File: config.mk
export PLATFORM = sky130hd
export DESIGN_NAME = hm10_uart_tx
export DESIGN_NICKNAME = d
export VERILOG_FILES = /design/src/rtl/hm10_uart_tx.sv
export SDC_FILE = /design/constraint.sdc
export NUM_CORES = 1
export LEC_CHECK = 0
export ABC_CLOCK_PERIOD_IN_PS = 1800
export CAP_MARGIN = 20
export CORE_ASPECT_RATIO = 0.7
export CORE_MARGIN = 2
export CORE_UTILIZATION = 30
export CTS_CLUSTER_DIAMETER = 100
export CTS_CLUSTER_SIZE = 40
export DETAILED_ROUTE_END_ITERATION = 8
export DONT_BUFFER_PORTS = 1
export SYNTH_ARGS = -nofsm -noshare
export SYNTH_HDL_FRONTEND = slang
export SYNTH_SLANG_ARGS = --single-unit
File: constraint.sdc
create_clock -name clk -period 1.8 [get_ports clk]
set_input_delay 0.27 -clock clk [delete_from_list [all_inputs] [get_ports clk]]
set_output_delay 0.27 -clock clk [all_outputs]
set_load 0.02 [all_outputs]
File: src/rtl/hm10_uart_tx.sv
// hm10_uart_tx -- 8N1 UART transmitter feeding the HM-10/HC-06 DI pin.
//
// Bytes are pushed into a small circular FIFO with a one-cycle strobe; the
// serial FSM drains it one frame at a time (start bit, 8 data bits LSB first,
// stop bit), each bit lasting CLKS_PER_BIT clocks.
//
// Ports:
//   clk         system clock, rising edge
//   reset       asynchronous, active-high reset
//   data_in     byte to queue, captured when send & ready
//   send        one-cycle push strobe
//   ready       FIFO not full
//   tx          registered serial line, idle high
//   busy        frame on the line or bytes still queued
//   overflow    sticky: a push arrived while the FIFO was full
//   fifo_count  current FIFO occupancy
module hm10_uart_tx #(
   parameter int CLKS_PER_BIT    = 5208,
   parameter int FIFO_DEPTH_LOG2 = 2
) (
   input  logic                       clk,
   input  logic                       reset,
   input  logic [7:0]                 data_in,
   input  logic                       send,
   output logic                       ready,
   output logic                       tx,
   output logic                       busy,
   output logic                       overflow,
   output logic [FIFO_DEPTH_LOG2:0]   fifo_count
);
   localparam int PW = FIFO_DEPTH_LOG2;
   localparam int CW = (CLKS_PER_BIT > 1) ? $clog2(CLKS_PER_BIT) : 1;
   localparam logic [PW:0]   FULL     = (PW+1)'(1 << PW);
   localparam logic [CW-1:0] BAUD_MAX = CW'(CLKS_PER_BIT - 1);

   typedef enum logic [1:0] {IDLE, START, DATA, STOP} state_t;

   state_t        state, state_nxt;
   logic [7:0]    mem [1 << PW];
   logic [PW-1:0] wr_ptr, rd_ptr;
   logic [CW-1:0] baud_cnt, baud_nxt;
   logic [2:0]    bit_idx, bit_idx_nxt;
   logic [7:0]    shift, shift_nxt;
   logic          tx_nxt, push, pop, bit_done;

   assign ready    = (fifo_count != FULL);
   assign push     = send & ready;
   assign busy     = (state != IDLE) | (fifo_count != '0);
   assign bit_done = (baud_cnt == BAUD_MAX);

   // Storage needs no reset: only occupied slots are ever read.
   always_ff @(posedge clk) begin
      if (push) mem[wr_ptr] <= data_in;
   end

   always_ff @(posedge clk or posedge reset) begin
      if (reset) begin
         wr_ptr     <= '0;
         rd_ptr     <= '0;
         fifo_count <= '0;
         overflow   <= 1'b0;
      end else begin
         if (push) wr_ptr <= wr_ptr + PW'(1);
         if (pop)  rd_ptr <= rd_ptr + PW'(1);
         // Simultaneous push and pop leave the occupancy unchanged.
         if (push && !pop)      fifo_count <= fifo_count + (PW+1)'(1);
         else if (pop && !push) fifo_count <= fifo_count - (PW+1)'(1);
         if (send && !ready) overflow <= 1'b1;
      end
   end

   always_ff @(posedge clk or posedge reset) begin
      if (reset) begin
         state    <= IDLE;
         baud_cnt <= '0;
         bit_idx  <= '0;
         shift    <= '0;
         tx       <= 1'b1;
      end else begin
         state    <= state_nxt;
         baud_cnt <= baud_nxt;
         bit_idx  <= bit_idx_nxt;
         shift    <= shift_nxt;
         tx       <= tx_nxt;
      end
   end

   always_comb begin
      state_nxt   = state;
      baud_nxt    = bit_done ? '0 : baud_cnt + CW'(1);
      bit_idx_nxt = bit_idx;
      shift_nxt   = shift;
      tx_nxt      = tx;
      pop         = 1'b0;
      case (state)
         IDLE: begin
            baud_nxt = '0;
            tx_nxt   = 1'b1;
            // Pop and drop the line on the same edge: start bit begins
            // one clock after the byte reaches the FIFO head.
            if (fifo_count != '0) begin
               pop       = 1'b1;
               shift_nxt = mem[rd_ptr];
               tx_nxt    = 1'b0;
               state_nxt = START;
            end
         end
         START: begin
            if (bit_done) begin
               tx_nxt      = shift[0];
               bit_idx_nxt = '0;
               state_nxt   = DATA;
            end
         end
         DATA: begin
            if (bit_done) begin
               if (bit_idx == 3'd7) begin
                  tx_nxt    = 1'b1;
                  state_nxt = STOP;
               end else begin
                  shift_nxt   = {1'b0, shift[7:1]};
                  tx_nxt      = shift[1];
                  bit_idx_nxt = bit_idx + 3'd1;
               end
            end
         end
         STOP: begin
            if (bit_done) state_nxt = IDLE;
         end
         default: state_nxt = IDLE;
      endcase
   end
endmodule

Word level (Yosys, flattened, before mapping)
Memories as Yosys holds them, arrays and structs flattened.
Cells that the tools add are included.
{ "classes": {"reduce_logical": 17, "addsub": 6, "n_mux": 27, "bitwise_logic": 2, "eq_ne": 12} }
{ "op_table": {"columns": ["cell", "n"], "rows": [
  ["2-to-1 mux 13 bit", 2],
  ["2-to-1 mux 8 bit", 3],
  ["one-hot mux 8 bit (2 select lines)", 1],
  ["2-to-1 mux 3 bit", 5],
  ["adder 13 x 1 -> 13 bit, second input constant", 1],
  ["== test 13 bit, second input constant", 1],
  ["!= test 2 bit, second input constant", 6],
  ["2-to-1 mux 2 bit", 5],
  ["2-to-1 mux 1 bit", 8],
  ["one-hot mux 2 bit (4 select lines)", 1],
  ["AND reduction 4 bit", 2],
  ["nonzero test 2 bit", 4],
  ["adder 3 x 1 -> 3 bit, second input constant", 2],
  ["one-hot mux 3 bit (2 select lines)", 1],
  ["nonzero test 3 bit", 2],
  ["AND reduction 5 bit", 1],
  ["adder 2 x 1 -> 2 bit, second input constant", 2],
  ["== test 2 bit, second input constant", 2],
  ["== test 3 bit, second input constant", 1],
  ["logical AND 1 bit", 3],
  ["zero test 1 bit", 3],
  ["!= test 3 bit, second input constant", 1],
  ["one-hot mux 1 bit (3 select lines)", 1],
  ["AND reduction 3 bit", 1],
  ["5 further kinds", 5]
]} }
{ "word_totals": {"elab_cells": 74, "reg_bits": 35, "output_inout_bits": 7, "memories": 1, "ramBits": 32, "input_bits": 11} }
{ "memory_table": {"columns": ["name", "depth", "width", "read_ports", "rd_clocked_by_memory_dff", "wr", "line_no", "rtl"], "rows": [
  ["mem", 4, 8, 1, 0, 1, "39", "logic [7:0] mem [1 << PW];"]
]} }

Depth between registers and ports, before layout
Gate-level depths: netlist of the first run.
{ "depth": {"depth_word": 6, "mapped_depth": 9} }

Worst setup path before layout of the first run
No wires, ideal clock.
{ "synth_timing": {"path_kind": "register to register", "from": "register fifo_count[0]", "to": "register fifo_count[2]", "path_slack_ps": -445, "path_stages_with_launch": 10, "t_arrival_ps": 2165, "setup_time_ps": 80, "synth_period_minus_slack_ps": 2245, "cell_sequence": "dfrtp_1 -> nor2_1 -> nand2_1 -> and2_0 -> ha_1 -> inv_1 -> fa_1 -> xor2_1 -> nor2_1 -> xor2_1"} }
{ "synth_via": {"elab_cells_between_ends": 14, "classes_between": "add/sub (2); eq/ne (1); mux (4); bitwise (1); reduce/logical (6)"} }
{ "synth_lines": {"columns": ["item", "line_no", "rtl"], "rows": [
  ["start, declared", "29", "output logic [FIFO_DEPTH_LOG2:0] fifo_count"],
  ["start signal, assigned", "66", "if (push && !pop) fifo_count <= fifo_count + (PW+1)'(1);"],
  ["start signal, assigned", "67", "else if (pop && !push) fifo_count <= fifo_count - (PW+1)'(1);"],
  ["!= test 3 bit *", "46", "assign ready = (fifo_count != FULL);"],
  ["named net ready", "25", "output logic ready,"],
  ["bitwise AND 1 bit *", "47", "assign push = send & ready;"],
  ["named net push", "44", "logic tx_nxt, push, pop, bit_done;"],
  ["zero test 1 bit", "67", null],
  ["logical AND 1 bit", "67", null],
  ["nonzero test 2 bit (no line)", null, null]
]} }
Mark *: on every way through the listed nets, which the timed path passes. The rest lies on a longest branch. The select of a mux whose other input is x is not followed.
A chain may end at the register's enable or synchronous reset.

Worst setup path after layout of the first run
{ "layout_timing": {"from": "register fifo_count[0]", "to": "register fifo_count[2]"} }
{ "layout_via": {"elab_chain_cells": 6, "elab_cells_between_ends": 14, "classes_between": "add/sub (2); eq/ne (1); mux (4); bitwise (1); reduce/logical (6)"} }
{ "layout_rtl": {"columns": ["item"], "rows": [
  ["parallel branches: the longest is 6 deep, another holds subtractor 3 x 1 -> 3 bit"]
]} }
Parallel ways; which one is timed is not known. The select of a mux whose other input is x is not followed.

==> results of run 1 <==
## how the worst max path moves through the flow
stage | slack [ns] | from | cells past startpoint | end
after floorplan | -0.16 | fifo_count[1]$_DFFE_PP0P_ | 8 | fifo_count[2]$_DFFE_PP0P_
after global placement | -0.07 | fifo_count[1]$_DFFE_PP0P_ | 8 | fifo_count[2]$_DFFE_PP0P_
after detailed placement | -0.10 | fifo_count[1]$_DFFE_PP0P_ | 8 | fifo_count[2]$_DFFE_PP0P_
after CTS | -0.08 | fifo_count[0]$_DFFE_PP0P_ | 8 | fifo_count[2]$_DFFE_PP0P_
after global routing | -0.15 | fifo_count[0]$_DFFE_PP0P_ | 8 | fifo_count[2]$_DFFE_PP0P_
final | -0.07 | fifo_count[0]$_DFFE_PP0P_ | 8 | fifo_count[2]$_DFFE_PP0P_
## through the flow
stage               setup slack [ns]  utilization  power, mW  cell area [um2]  instances
floorplan                     -0.158            -       2.45             3120        223
global placement             -0.0699        0.363       2.75             3570        385
detailed placement            -0.104        0.363       2.77             3570        385
CTS                          -0.0768        0.405       4.52             3990        410
global route                  -0.153        0.411       4.68             4050        412
finish                       -0.0720        0.411       4.46             4050        412
## cells by family after synthesis
| logic type | count (synthesis) |
|---|---|
| AO/OA/AOI/OAI | 25 |
| XOR/XNOR | 17 |
| adder cells (fa/ha/maj) | 13 |
| buffers and inverters | 16 |
| flip-flops | 67 |
| multiplexers | 12 |
| AND/OR/NAND/NOR | 73 |
## area by class of cell
cell class / instances / area [um2] / share of cell area
well taps: 128 / 160 / 0.0396
multi-input cells: 140 / 1290 / 0.319
flip-flops and latches: 67 / 1840 / 0.455
repair buffers: 50 / 417 / 0.103
inverters: 11 / 41.3 / 0.0102
clock buffers: 9 / 225 / 0.0557
clock inverters: 7 / 68.8 / 0.0170
## power groups by stage
stage / logic (mW) / clock network (mW) / registers [mW]
global route: 0.892 / 1.82 / 1.97
global placement: 0.781 / 0 / 1.97
CTS: 0.823 / 1.75 / 1.95
finish: 0.808 / 1.71 / 1.95
floorplan: 0.399 / 0 / 2.05
detailed placement: 0.788 / 0 / 1.98
## sequential cells by signal, summed over array words and instances, names as in the netlist
signal,flops
wr_ptr,2
tx,1
mem,32
rd_ptr,2
state,2
fifo_count,3
overflow,1
shift,8
baud_cnt,13
bit_idx,3
## synth_stat cells (3+ instances only)
cell	n	area, um2
xnor2_1	10	87.6
nand3_1	10	50.1
ha_1	12	150
a2bb2oi_1	6	52.6
and3_1	5	31.3
nor3_1	4	20.0
mux4_2	8	180
dfrtp_1	34	851
mux2_2	3	33.8
nand2_1	11	41.3
nand4_1	7	43.8
o22ai_1	5	31.3
edfxtp_1	32	961
o21ai_0	6	30.0
nor2_1	19	71.3
xor2_1	7	61.3
inv_1	11	41.3
## per-layer routing
| metal | GRT usage | share of wire |
|---|---|---|
| met3 | 0.0411 | 0.038 |
| met2 | 0.174 | 0.44 |
| met1 | 0.160 | 0.51 |
| met4 | 0.0455 | 0.016 |
| met5 | 0 | 0 |
## critical path, delay by kind of cell (launching register included)
family,cells,cell delay [ns]
AND/OR/NAND/NOR,3,0.59
flip-flops,1,0.42
XOR/XNOR,2,0.30
adder cells (fa/ha/maj),2,0.45
buffers and inverters,1,0.03
## what timing repair did
item | CTS | global route
endpoints found under the setup margin | 8 | 13
pin swaps | 9 | 3
hold buffers | 1 | 0
gates resized for setup | 14 | 9
hold endpoints to repair | 34 | 0
buffers inserted | 8 | 3
==> summary.md, run 1 <==
| Metric | Value |
|---|---|
| CTS Buffer Depth | 2 |
| Hold depth | 0 |
| Core Footprint | just under 0.01 mm2 |
| P&R area growth vs syn | 31.7% |
| Simple-Gate Fraction of Synth Area | 0.141 |
| Die X | 125 um |
| DPL Wire Length | 4050 um |
| First-pass GRT wire length | 9930 um |
| H-Tree Level Count | 3 |
| Multiplexer share of the synthesized area | 0.0733 |
| Mean Syn Cell Area | 13.8 um2 |
| Clk slew on worst S/H paths | 0.06 ns |
| Antenna viol nets, final | 0 |
| Initial antenna violation count | 0 |
| Failing checks | negative setup slack |
| Yosys cell types | between 40 and 50 |
| Critical Path AT | 2.12 ns |
| Max-cap viol count | 0 |
| Power Dens Cells | about 1100 mW/mm2 |
| # rows | 30 |
| Worst-path maximum fanout | 4 |
| Largest net degree at the start of global routing | 36 |
| Die footprint | 0.0111 mm2 |
| Top_reg_cell synth | dfrtp_1 |
| Final Cycle Share | 1.04 |
| Internal power | 3.31 mW |
| XOR/XNOR Fraction of Synth Area | 0.0485 |
| CTS root buffer | clkbuf_16 |
| Number of global-route vias before repair | 1937 |
| Routed len/inst | 14.7 um |
| Seq cells post-synth | 67 |
| Syn nets | 247 |
| Startpoint types | register |
| Commonest non-fill, non-tap cells in the layout | buf_4 (42), edfxtp_1 (32), dfrtp_1 (31) |
| Most common cell on crit path | xor2_1 |
| Register area share after synthesis | 0.598 |
| EDFF count, synth | 32 |
| Total track usage | 0.117 |
| Worst Slack Setup Final | -0.0720 ns |
| Via-per-instance ratio | 4.74 |
| Worst stage delay on the critical path | 0.42 ns |
| Ys async rst share | 0.522 |
| Setup CP Type | reg -> reg |
| Max VDD drop | 0.958 mV |
| Gate power share | 0.181 |
| # DRC | 0 |
| Clock share of power | 0.382 |
| Total gr overflow | 0 |
| Hold Crit Class | in -> reg |
| Final slew viol count | 0 |
| DRT iter0 DRCs | 52 |
| RSZ-0062 raised after global routing | yes |
| Worst R2R Path Depth | 8 |
| Via Count | around 2000 |
| Clk_lat worst skew | about 0.33 ns |
| Hold_sp | data_in[4] |
| I/O Pins | 18 |
| Worst setup EP type | register |
| Sw Pwr | 1.16 mW |
| Initial Utilization | 0.312 |
| Fin crit period | 1.87 ns |
| CTS tree | yes |
| CP Cell Sequence | or3_4 -> nand2_4 -> ha_4 -> inv_2 -> fa_2 -> xor2_1 -> nor2_1 -> xor2_1 |
| Routed wire length | roughly 6000 um |
| Final #Nets | 303 |
| Slew HR | 0.677 |
| Achievable clock frequency | 0.534 GHz |
| Slew @ Worst Pin | 0.484 ns |
| Final clock skew | between 0.007 and 0.008 ns |
| Cts bufs inserted | 9 |
| Hold slack | 0.0327 ns |
| Layout cells sized above 1 | 0.377 |
| Yosys Warn Count | 0 |
| Post-synthesis compound-gate area fraction | 0.0635 |
| Final Hold Viols | 0 |
| Cell Area, Synth | about 0.0031 mm2 |
| Reg2Reg Setup Slack | -0.07 ns |
| Worst EP required | 2.05 ns |
| Seq pwr share | 0.437 |
| Synth Area in Adders | 0.0554 |
| Crit-path slowest cell | dfrtp_2 |
| Status | complete, but fails checks |
| Routability cong. | 0.771 |
| Most common cell after layout, fill and taps aside | buf_4 |
| Reg2reg start | fifo_count[0]$_DFFE_PP0P_ |
| Clk sink count | 67 |
| 1st-pass router iterations | 4 |
| TNS Setup | -0.228 ns |
| Leakage power | 1.64 nW |
| Largest family of logic cells by synthesized area | simple AND/OR/NAND/NOR gates |
| Final setup fails | 4 |
| Die span in y | 88.7 um |
| Mapped Cells | 223 |
| Fill count | 919 |
| End of the worst hold path | mem[2][4]$_DFFE_PP_ |
| IO Port Bufs | 0 |
| Switch share | 0.259 |
| Worst reg2reg endpoint | fifo_count[2]$_DFFE_PP0P_ |
| Ant diodes | 0 |
Note: power is estimated with default switching activity, not from simulation.
==> inputs of run 2 (changes only) <==
--- a/config.mk
+++ b/config.mk
@@ -14,6 +14,7 @@
 export CTS_CLUSTER_SIZE = 40
 export DETAILED_ROUTE_END_ITERATION = 8
 export DONT_BUFFER_PORTS = 1
+export SKIP_LAST_GASP = 1
 export SYNTH_ARGS = -nofsm -noshare
 export SYNTH_HDL_FRONTEND = slang
 export SYNTH_SLANG_ARGS = --single-unit
==> summary.md, run 2 (synthesis gave the netlist of run 1 again) <==
| Metric | Value |
|---|---|
| Antenna viol nets, final | 0 |
| CTS tree | yes |
| Clk sink count | between 60 and 70 |
| Seq pwr share | 0.437 |
| Setup CP Type | reg -> out |
| Final core occ | 0.411 |
| Final clock skew | 0.00613 ns |
| Worst Slack Setup Final | -0.0761 ns |
| Die span in y | between 80 and 90 um |
| Final #Nets | roughly 300 |
| Hold_sp | data_in[4] |
| Die footprint | ~0.011 mm2 |
| Worst setup EP type | output port |
| RSZ-0062 raised after global routing | yes |
| Status | complete, but fails checks |
| Achievable clock frequency | 0.533 GHz |
| # rows | 30 |
| Startpoint types | register |
| H-Tree Level Count | 3 |
| TNS Setup | -0.252 ns |
| DPL Wire Length | between 4000 and 5000 um |
| Routed wire length | 6030 um |
| Initial Utilization | 0.312 |
| Multi-input gate area | 0.00129 mm2 |
| Sequential Area | 0.00184 mm2 |
| Via-per-instance ratio | 4.70 |
| Routed met1 length | 3090 um |
| Slew HR | 0.677 |
| P&R area growth vs syn | 31.5% |
| Switch share | 0.259 |
| Routed wl met2 | 2620 um |
| Failing checks | negative setup slack |
| Hold Crit Class | in -> reg |
| Clk_lat worst skew | 0.33 ns |
| Worst-path maximum fanout | 2 |
| Routed len/inst | 14.6 um |
| Final setup fails | 4 |
| Worst EP required | approximately 1.5 ns |
| Max VDD drop | 0.959 mV |
| Critical Path AT | 1.61 ns |
| Worst R2R Path Depth | 8 |
| Leakage power | ~1.6 nW |
| Ant diodes | 0 |
| CTS root buffer | clkbuf_16 |
| Slew @ Worst Pin | 0.484 ns |
| Routability cong. | 0.771 |
| Total gr overflow | 0 |
| CTS Buffer Depth | 2 |
| DRT iter0 DRCs | 47 |
| Final Hold Viols | 0 |
| Wire length on met3 | 221 um |
| Most common cell after layout, fill and taps aside | buf_4 |
| Total track usage | 0.117 |
| Initial antenna violation count | 0 |
| Hold depth | 0 |
| Reg2reg start | fifo_count[0]$_DFFE_PP0P_ |
| First-pass GRT wire length | 9930 um |
| Highest routed layer | met4 |
| End of the worst hold path | mem[2][4]$_DFFE_PP_ |
| Worst reg2reg endpoint | fifo_count[2]$_DFFE_PP0P_ |
| Commonest non-fill, non-tap cells in the layout | buf_4 (41), edfxtp_1 (32), dfrtp_1 (31) |
| Clock share of power | 0.382 |
| Final slew viol count | 0 |
| Fin crit period | between 1.5 and 2 ns |
| Internal power | 3.31 mW |
| Reg2Reg Setup Slack | -0.07 ns |
| Die X | ~120 um |
| Max reg flops | 32 |
| Final Cycle Share | 1.04 |
| Gate power share | 0.181 |
| Tot Pwr | 4.46 mW |
| Largest net degree at the start of global routing | 36 |
| Layout cells sized above 1 | 0.373 |
| Biggest regs | mem x32, baud_cnt x13, shift x8 |
| Max-cap viol count | 0 |
| 1st-pass router iterations | 4 |
| Clk slew on worst S/H paths | around 0.060 ns |
| Number of global-route vias before repair | between 1500 and 2000 |
| Core Footprint | about 0.0098 mm2 |
| Cts bufs inserted | 9 |
| Via Count | 1938 |
| Power Dens Cells | 1100 mW/mm2 |
| Biggest register | mem |
| I/O Pins | 18 |
| # DRC | 0 |
| Sw Pwr | 1.15 mW |
| IO Port Bufs | 0 |
| Fill count | 921 |
run 2: cell counts in the layout (fill, tap and decap cells not counted):
No cell type changed its count.
run 2: area by class of cell:
cell class	count	area share
sequential	67	0.456
tap	128	0.0396
clock buffer	9	0.0557
clock inverter	7	0.0170
inverter	11	0.0102
timing repair buffer	50	0.103
multi-input combinational	140	0.318
run 2: metal layers:
metal / up-vias / track usage
li1: 943 / -
met2: 26 / 0.174
met5: - / 0
met4: 0 / 0.0455
met3: 10 / 0.0411
met1: 959 / 0.160
run 2: stage by stage:
| stage | worst slack, ns | instances | area, um2 | hold WS [ns] |
|---|---|---|---|---|
| 2_1_floorplan | -0.158 | 223 | 3120 | 0.369 |
| 3_3_place_gp | -0.0699 | 385 | 3570 | 0.293 |
| 3_5_place_dp | -0.104 | 385 | 3570 | 0.298 |
| 4_1_cts | -0.0768 | 410 | 3980 | 0.0251 |
| 5_1_grt | -0.153 | 412 | 4040 | 0.0174 |
| 6_report | -0.0761 | 412 | 4040 | 0.0342 |
run 2: power by group through the flow:
stage | Sequential (mW) | Clock [mW] | Combinational (mW)
5_1_grt | 1.97 | 1.82 | 0.891
3_3_place_gp | 1.97 | 0 | 0.781
6_report | 1.95 | 1.70 | 0.807
3_5_place_dp | 1.98 | 0 | 0.788
2_1_floorplan | 2.05 | 0 | 0.399
4_1_cts | 1.95 | 1.75 | 0.823
run 2: worst max path at each step:
| stage | slack, ns | cells after the start | start | endpoint |
|---|---|---|---|---|
| floorplan | -0.16 | 8 | fifo_count[1]$_DFFE_PP0P_ | fifo_count[2]$_DFFE_PP0P_ |
| global placement | -0.07 | 8 | fifo_count[1]$_DFFE_PP0P_ | fifo_count[2]$_DFFE_PP0P_ |
| detailed placement | -0.10 | 8 | fifo_count[1]$_DFFE_PP0P_ | fifo_count[2]$_DFFE_PP0P_ |
| CTS | -0.08 | 8 | fifo_count[0]$_DFFE_PP0P_ | fifo_count[2]$_DFFE_PP0P_ |
| global route | -0.15 | 8 | fifo_count[0]$_DFFE_PP0P_ | fifo_count[2]$_DFFE_PP0P_ |
| finish | -0.08 | 6 | state[0]$_DFFE_PP0P_ | busy |
run 2: timing repair:
| item | 4_1_cts | 5_1_grt |
|---|---|---|
| resized for setup | 13 | 9 |
| endpoints found under the hold margin | 34 | 0 |
| endpoints found under the setup margin | 8 | 13 |
| buffers inserted | 8 | 3 |
| pin swaps | 9 | 5 |
| hold buffers | 1 | 0 |
run 2: critical path, stage by stage, from the launching register on:
cell     delay, ns
dfrtp_1       0.40
inv_2         0.11
ha_4          0.15
nor4b_4       0.29
inv_2         0.10
buf_6         0.13
buf_6         0.12
